`src/rtl/multicycle_ctrl.sv`:
```
// Moore control FSM for a multicycle RV32 subset (lw/lbu, sw/sb, R/I ALU, beq/bne, jal, lui).
// Define MEMRDY_EN to add the mem_ready handshake that stalls FETCH, MEMREAD and MEMWRITE.
module multicycle_ctrl (
   input  logic       clk,
   input  logic       rst_n,
   input  logic [6:0] op,
   input  logic [2:0] funct3,
   input  logic       zero,
`ifdef MEMRDY_EN
   input  logic       mem_ready,
`endif
   output logic       PCWrite,
   output logic       IRWrite,
   output logic       MemWrite,
   output logic       RegWrite,
   output logic       AdrSrc,
   output logic [1:0] ResultSrc,
   output logic [1:0] ALUSrcA,
   output logic [1:0] ALUSrcB,
   output logic [1:0] ALUOp,
   output logic [2:0] ImmSrc,
   output logic       ByteEn,
   output logic       illegal,
   output logic [3:0] state
);
   // state    | meaning
   // FETCH    | read instruction, PC += 4
   // DECODE   | read registers, compute branch/jal target
   // MEMADR   | compute load/store address
   // MEMREAD  | data memory read
   // MEMWB    | write loaded data to register
   // MEMWRITE | data memory write
   // EXECR    | register-register ALU op
   // EXECI    | register-immediate ALU op
   // ALUWB    | write ALU result to register
   // BRANCH   | compare, conditionally load PC
   // JAL      | load PC with target, compute link
   // LUI      | pass upper immediate through ALU
   typedef enum logic [3:0] {
      S_FETCH    = 4'd0,
      S_DECODE   = 4'd1,
      S_MEMADR   = 4'd2,
      S_MEMREAD  = 4'd3,
      S_MEMWB    = 4'd4,
      S_MEMWRITE = 4'd5,
      S_EXECR    = 4'd6,
      S_EXECI    = 4'd7,
      S_ALUWB    = 4'd8,
      S_BRANCH   = 4'd9,
      S_JAL      = 4'd10,
      S_LUI      = 4'd11
   } state_t;

   localparam logic [6:0] OP_LOAD  = 7'b0000011;
   localparam logic [6:0] OP_STORE = 7'b0100011;
   localparam logic [6:0] OP_R     = 7'b0110011;
   localparam logic [6:0] OP_I     = 7'b0010011;
   localparam logic [6:0] OP_B     = 7'b1100011;
   localparam logic [6:0] OP_JAL   = 7'b1101111;
   localparam logic [6:0] OP_LUI   = 7'b0110111;

   state_t state_q, state_d;
   logic   mem_rdy;
   logic   pc_write, ir_write, mem_write, reg_write, illegal_dec;

`ifdef MEMRDY_EN
   assign mem_rdy = mem_ready;
`else
   assign mem_rdy = 1'b1;
`endif

   always_ff @(posedge clk or negedge rst_n) begin
      if (!rst_n) state_q <= S_FETCH;
      else        state_q <= state_d;
   end

   always_comb begin
      state_d     = S_FETCH;
      pc_write    = 1'b0;
      ir_write    = 1'b0;
      mem_write   = 1'b0;
      reg_write   = 1'b0;
      illegal_dec = 1'b0;
      AdrSrc      = 1'b0;
      ResultSrc   = 2'b00;
      ALUSrcA     = 2'b00;
      ALUSrcB     = 2'b00;
      ALUOp       = 2'b00;
      ByteEn      = 1'b0;
      case (state_q)
         S_FETCH: begin
            ir_write  = mem_rdy;
            pc_write  = mem_rdy;
            ALUSrcB   = 2'b10;
            ResultSrc = 2'b10;
            state_d   = mem_rdy ? S_DECODE : S_FETCH;
         end
         S_DECODE: begin
            ALUSrcA = 2'b01;
            ALUSrcB = 2'b01;
            case (op)
               OP_LOAD, OP_STORE: state_d = S_MEMADR;
               OP_R:              state_d = S_EXECR;
               OP_I:              state_d = S_EXECI;
               OP_B:              state_d = S_BRANCH;
               OP_JAL:            state_d = S_JAL;
               OP_LUI:            state_d = S_LUI;
               default: begin
                  illegal_dec = 1'b1;
                  state_d     = S_FETCH;
               end
            endcase
         end
         S_MEMADR: begin
            ALUSrcA = 2'b10;
            ALUSrcB = 2'b01;
            state_d = op[5] ? S_MEMWRITE : S_MEMREAD;
         end
         S_MEMREAD: begin
            AdrSrc  = 1'b1;
            ByteEn  = (funct3[1:0] == 2'b00);
            state_d = mem_rdy ? S_MEMWB : S_MEMREAD;
         end
         S_MEMWB: begin
            ResultSrc = 2'b01;
            reg_write = 1'b1;
         end
         S_MEMWRITE: begin
            AdrSrc    = 1'b1;
            mem_write = 1'b1;
            ByteEn    = (funct3[1:0] == 2'b00);
            state_d   = mem_rdy ? S_FETCH : S_MEMWRITE;
         end
         S_EXECR: begin
            ALUSrcA = 2'b10;
            ALUOp   = 2'b10;
            state_d = S_ALUWB;
         end
         S_EXECI: begin
            ALUSrcA = 2'b10;
            ALUSrcB = 2'b01;
            ALUOp   = 2'b10;
            state_d = S_ALUWB;
         end
         S_ALUWB: reg_write = 1'b1;
         S_BRANCH: begin
            ALUSrcA  = 2'b10;
            ALUOp    = 2'b01;
            pc_write = ((funct3 == 3'b000) && zero) || ((funct3 == 3'b001) && !zero);
         end
         S_JAL: begin
            ALUSrcA  = 2'b01;
            ALUSrcB  = 2'b10;
            pc_write = 1'b1;
            state_d  = S_ALUWB;
         end
         S_LUI: begin
            ALUSrcB = 2'b01;
            ALUOp   = 2'b11;
            state_d = S_ALUWB;
         end
         default: state_d = S_FETCH;
      endcase
   end

   always_comb begin
      case (op)
         OP_STORE: ImmSrc = 3'b001;
         OP_B:     ImmSrc = 3'b010;
         OP_JAL:   ImmSrc = 3'b011;
         OP_LUI:   ImmSrc = 3'b100;
         default:  ImmSrc = 3'b000;
      endcase
   end

   // Reset gates the enables directly so FETCH's defaults cannot write while rst_n is low.
   assign PCWrite  = pc_write    & rst_n;
   assign IRWrite  = ir_write    & rst_n;
   assign MemWrite = mem_write   & rst_n;
   assign RegWrite = reg_write   & rst_n;
   assign illegal  = illegal_dec & rst_n;
   assign state    = state_q;
endmodule

```
`config.mk`:
```
export PLATFORM = sky130hd
export DESIGN_NAME = multicycle_ctrl
export DESIGN_NICKNAME = d
export VERILOG_FILES = /design/src/rtl/multicycle_ctrl.sv
export SDC_FILE = /design/constraint.sdc
export NUM_CORES = 1
export LEC_CHECK = 0
export ABC_CLOCK_PERIOD_IN_PS = 2000
export BUFFER_PORTS_ARGS = -buffer_cell sky130_fd_sc_hd__buf_2
export CORE_UTILIZATION = 28
export DETAILED_ROUTE_END_ITERATION = 16
export HOLD_SLACK_MARGIN = 0.1
export PLACE_DENSITY_LB_ADDON = 0.05
export SLEW_MARGIN = 10
export SYNTH_ARGS = -nofsm -noshare
export SYNTH_HDL_FRONTEND = slang
export SYNTH_SLANG_ARGS = --single-unit
export TNS_END_PERCENT = 30
```
`constraint.sdc`:
```
create_clock -name clk -period 2 [get_ports clk]
set_input_delay 0.1 -clock clk [delete_from_list [all_inputs] [get_ports clk]]
set_output_delay 0.1 -clock clk [all_outputs]
set_load 0.005 [all_outputs]
```
==> results by group <==
Yosys
  • Cell variety after synth: 39
  • Post-synth EDFFs: 0
  • Commonest cells in the netlist: nor3_1 (6), inv_1 (5), nor2_1 (5)
  • Complex-gate fraction of the synthesized area: between 20 and 30%
  • Mapped cell area: slightly below 600 um2
  • Synthesized-area fraction occupied by adder cells: 0%
  • Synth Flop Type: dfrtp_1
  • Area share of and/or/nand/nor cells after synthesis: 38.6%
  • Sequential-to-total area share from yosys stat: ~17%
  • Largest family of logic cells by synthesized area: simple AND/OR/NAND/NOR gates
  • Largest cells by area after synthesis: dfrtp_1 (17%), nor3_1 (5.2%), xor2_1 (4.5%)
  • Yosys top cell area share: between 15 and 20%
  • Avg Cell Area, Syn: 7.54 um2
  • Xor/xnor share of the synthesized area: under 10%
  • Post-Syn Instances: slightly below 80
  • Synth Register Bits: 4
  • Async SR Flop Fraction: 100%
  • Mux cell area share after synthesis: under 10%
  • Syn nets: 90
  • Yosys top cell by area: dfrtp_1
  • Yosys warns: 0
  • Top-count cell post-synth: nor3_1

Hold path
  • Hold Path Class: primary input to asynchronous set/reset pin

Power and ir drop
  • PD cells: approximately 730 nW/um2
  • Leakage: ~0.42 nW
  • Power Total: ~0.6 mW
  • Maximum VDD drop: about 0.56 mV

CTS
  • Max clock buf depth: 2
  • Total CTS buffers: 3
  • Clk Tree Root Cell: clkbuf_4
  • Worst-Skew Late Latency: 0.23 ns
  • Reg clk slew, reported paths: ~0.040 ns
  • Post-CTS setup buffers: 0
  • H-Tree Depth: 1
  • Post-cts sizing count: 0
  • CTS tree: yes
  • Clock sink total: 4
  • CTS Hold Buffers Added: 1

Placement
  • Placer Congestion: slightly above 0.7
  • Hpwl dp: ~1300 um
  • Count of input and output buffers: 34

Critical path
  • Worst Reg2Reg Path Length in Cells: 3
  • Critical path buffer and inverter count: 4
  • CP Launch Type: primary input
  • FF-to-FF Start: state[1]$_DFF_PN0_
  • Largest delay share family, worst path: buffers and inverters
  • CP required: 1.90 ns
  • Worst reg2reg endpoint: state[3]$_DFF_PN0_
  • CP max FO: 6
  • Crit-path cells: dlygate4sd3_1 -> buf_2 -> inv_1 -> or3_2 -> o32ai_1 -> buf_2
  • CP arrival: between 1.5 and 2 ns
  • Most used cell, CP: buf_2
  • Crit end category: output pin
  • Delay of the slowest cell on the worst path: 0.52 ns
  • Reg2reg setup slack: 0.68 ns
  • Slowest cell on crit path: dlygate4sd3_1
  • Critical path class: primary input to output pin

Layout
  • Register area: between 100 and 150 um2
  • Fill count: approximately 240
  • Diode count: 0
  • Share of layout cells above drive strength 1: roughly two fifths
  • Max reg flops: 4
  • Area grow syn2layout: 41.2%
  • Multi-input logic area: 434 um2
  • Nets: about 130

Drt
  • Total detailed-routing wirelength: between 1500 and 2000 um
  • Avg Vias per Cell: 4.94
  • Final antenna-violating net count: 0
  • Vias: around 690
  • DR WL/cell: 12.0 um
  • # DRC: 0
  • Initial DRC Count: 9
  • Pre-antenna DRT Iters: 4

STA
  • Max-slew violations: 0
  • RSZ-0062 raised after global routing: false
  • Crit share post-route: between 80% and 90%
  • Setup violations, final: 0
  • Max Clock Freq: slightly below 600 MHz
  • Hold Fails Final Rpt: 0
  • Rel. slew slack: about three quarters
  • Skew final: about 0.0010 ns
  • Setup tns final: 0 ns
  • Minimum clock period: 1.71 ns
  • Worst-Margin Slew: roughly 0.37 ns

Status
  • Status: finished, final reports clean

Global routing
  • Initial antenna violation count: 0
  • Overflow after GRT: 0
  • Vias in the first global route: 540
  • Global Route Usage Sum: 15.8%
  • First-pass GRT wire length: around 2500 um
  • Largest net degree at the start of global routing: 16

Floorplan
  • Starting Density: 29.6%
  • I/O Pins: 35
  • Core Area: 1960 um2
  • Die width: roughly 48 um
  • Chip Height: roughly 48 um
  • Num rows: 16
  • Die area: between 2000 and 2500 um2

Run
  • MaxCap Viol Count: 0
stage by stage:
step | setup WS (ns) | util, % | hold slack (ns) | instance area (um2) | cells
2_1_floorplan | 0.606 | - | -0.196 | 581 | 77
3_3_place_gp | 0.545 | 40.1 | -0.0771 | 787 | 136
3_5_place_dp | 0.542 | 40.1 | -0.0759 | 787 | 136
4_1_cts | 0.288 | 41.8 | 0.205 | 820 | 140
5_1_grt | 0.189 | 41.8 | 0.228 | 820 | 140
6_report | 0.290 | 41.8 | 0.216 | 820 | 140
cell families (layout without fill, tap and decap cells):
logic type / count (synthesis) / count (layout)
and+or+nand+nor: 37 / 37
AOI/OAI and AO/OA: 19 / 19
buffers and inverters: 11 / 47
xor gates and xnor gates: 5 / 5
DFF: 4 / 4
muxes: 1 / 1
worst reg2reg max path: cells and delay by family, from the launching register on:
family / cells / cell delay (ns)
AO/OA/AOI/OAI: 2 / 0.33
flip-flops: 1 / 0.36
AND/OR/NAND/NOR: 1 / 0.56
layer usage:
| metal | GRT usage, % | vias up | routed length [um] |
|---|---|---|---|
| met3 | 2.26 | 0 | 72 |
| met4 | 6.67 | 0 | 0 |
| li1 | - | 363 | - |
| met1 | 24.1 | 308 | 877 |
| met5 | 0 | - | 0 |
| met2 | 21.9 | 20 | 732 |
cell type report:
cell class	count	share of cell area, %
clock buffers	3	2.75
inverters	5	2.29
multi-input cells	62	53.0
flip-flops and latches	4	12.2
well taps	27	4.12
repair buffers	39	25.6
where the power goes:
part,switching [mW],leakage (nW),internal (mW)
clock network,0.0312,0.0138,0.0670
logic,0.208,0.353,0.193
registers,0.00562,0.0534,0.0947
total,0.245,0.420,0.355
worst max path at each step:
stage / startpoint / to / slack [ns] / cells past startpoint
2_1_floorplan: state[1]$_DFF_PN0_ / illegal / 0.61 / 2
3_3_place_gp: state[1]$_DFF_PN0_ / illegal / 0.54 / 3
3_5_place_dp: state[1]$_DFF_PN0_ / illegal / 0.54 / 3
4_1_cts: state[1]$_DFF_PN0_ / illegal / 0.29 / 3
5_1_grt: rst_n / PCWrite / 0.19 / 6
6_report: rst_n / PCWrite / 0.29 / 6
cell usage in the layout, fill, tap and decap left out, types with 2 or more instances in the layout:
master	count
buf_4	4
dfrtp_1	4
nor2_1	5
a21oi_1	4
xnor2_1	2
a21o_1	2
o32ai_1	2
o21ai_0	2
nand3b_1	2
nor4_1	2
nand2_1	3
buf_2	34
nor3_1	6
nand2b_1	3
inv_1	5
xor2_1	3
nand3_1	4
clkbuf_4	3
Power figures use the tool's default switching activity.
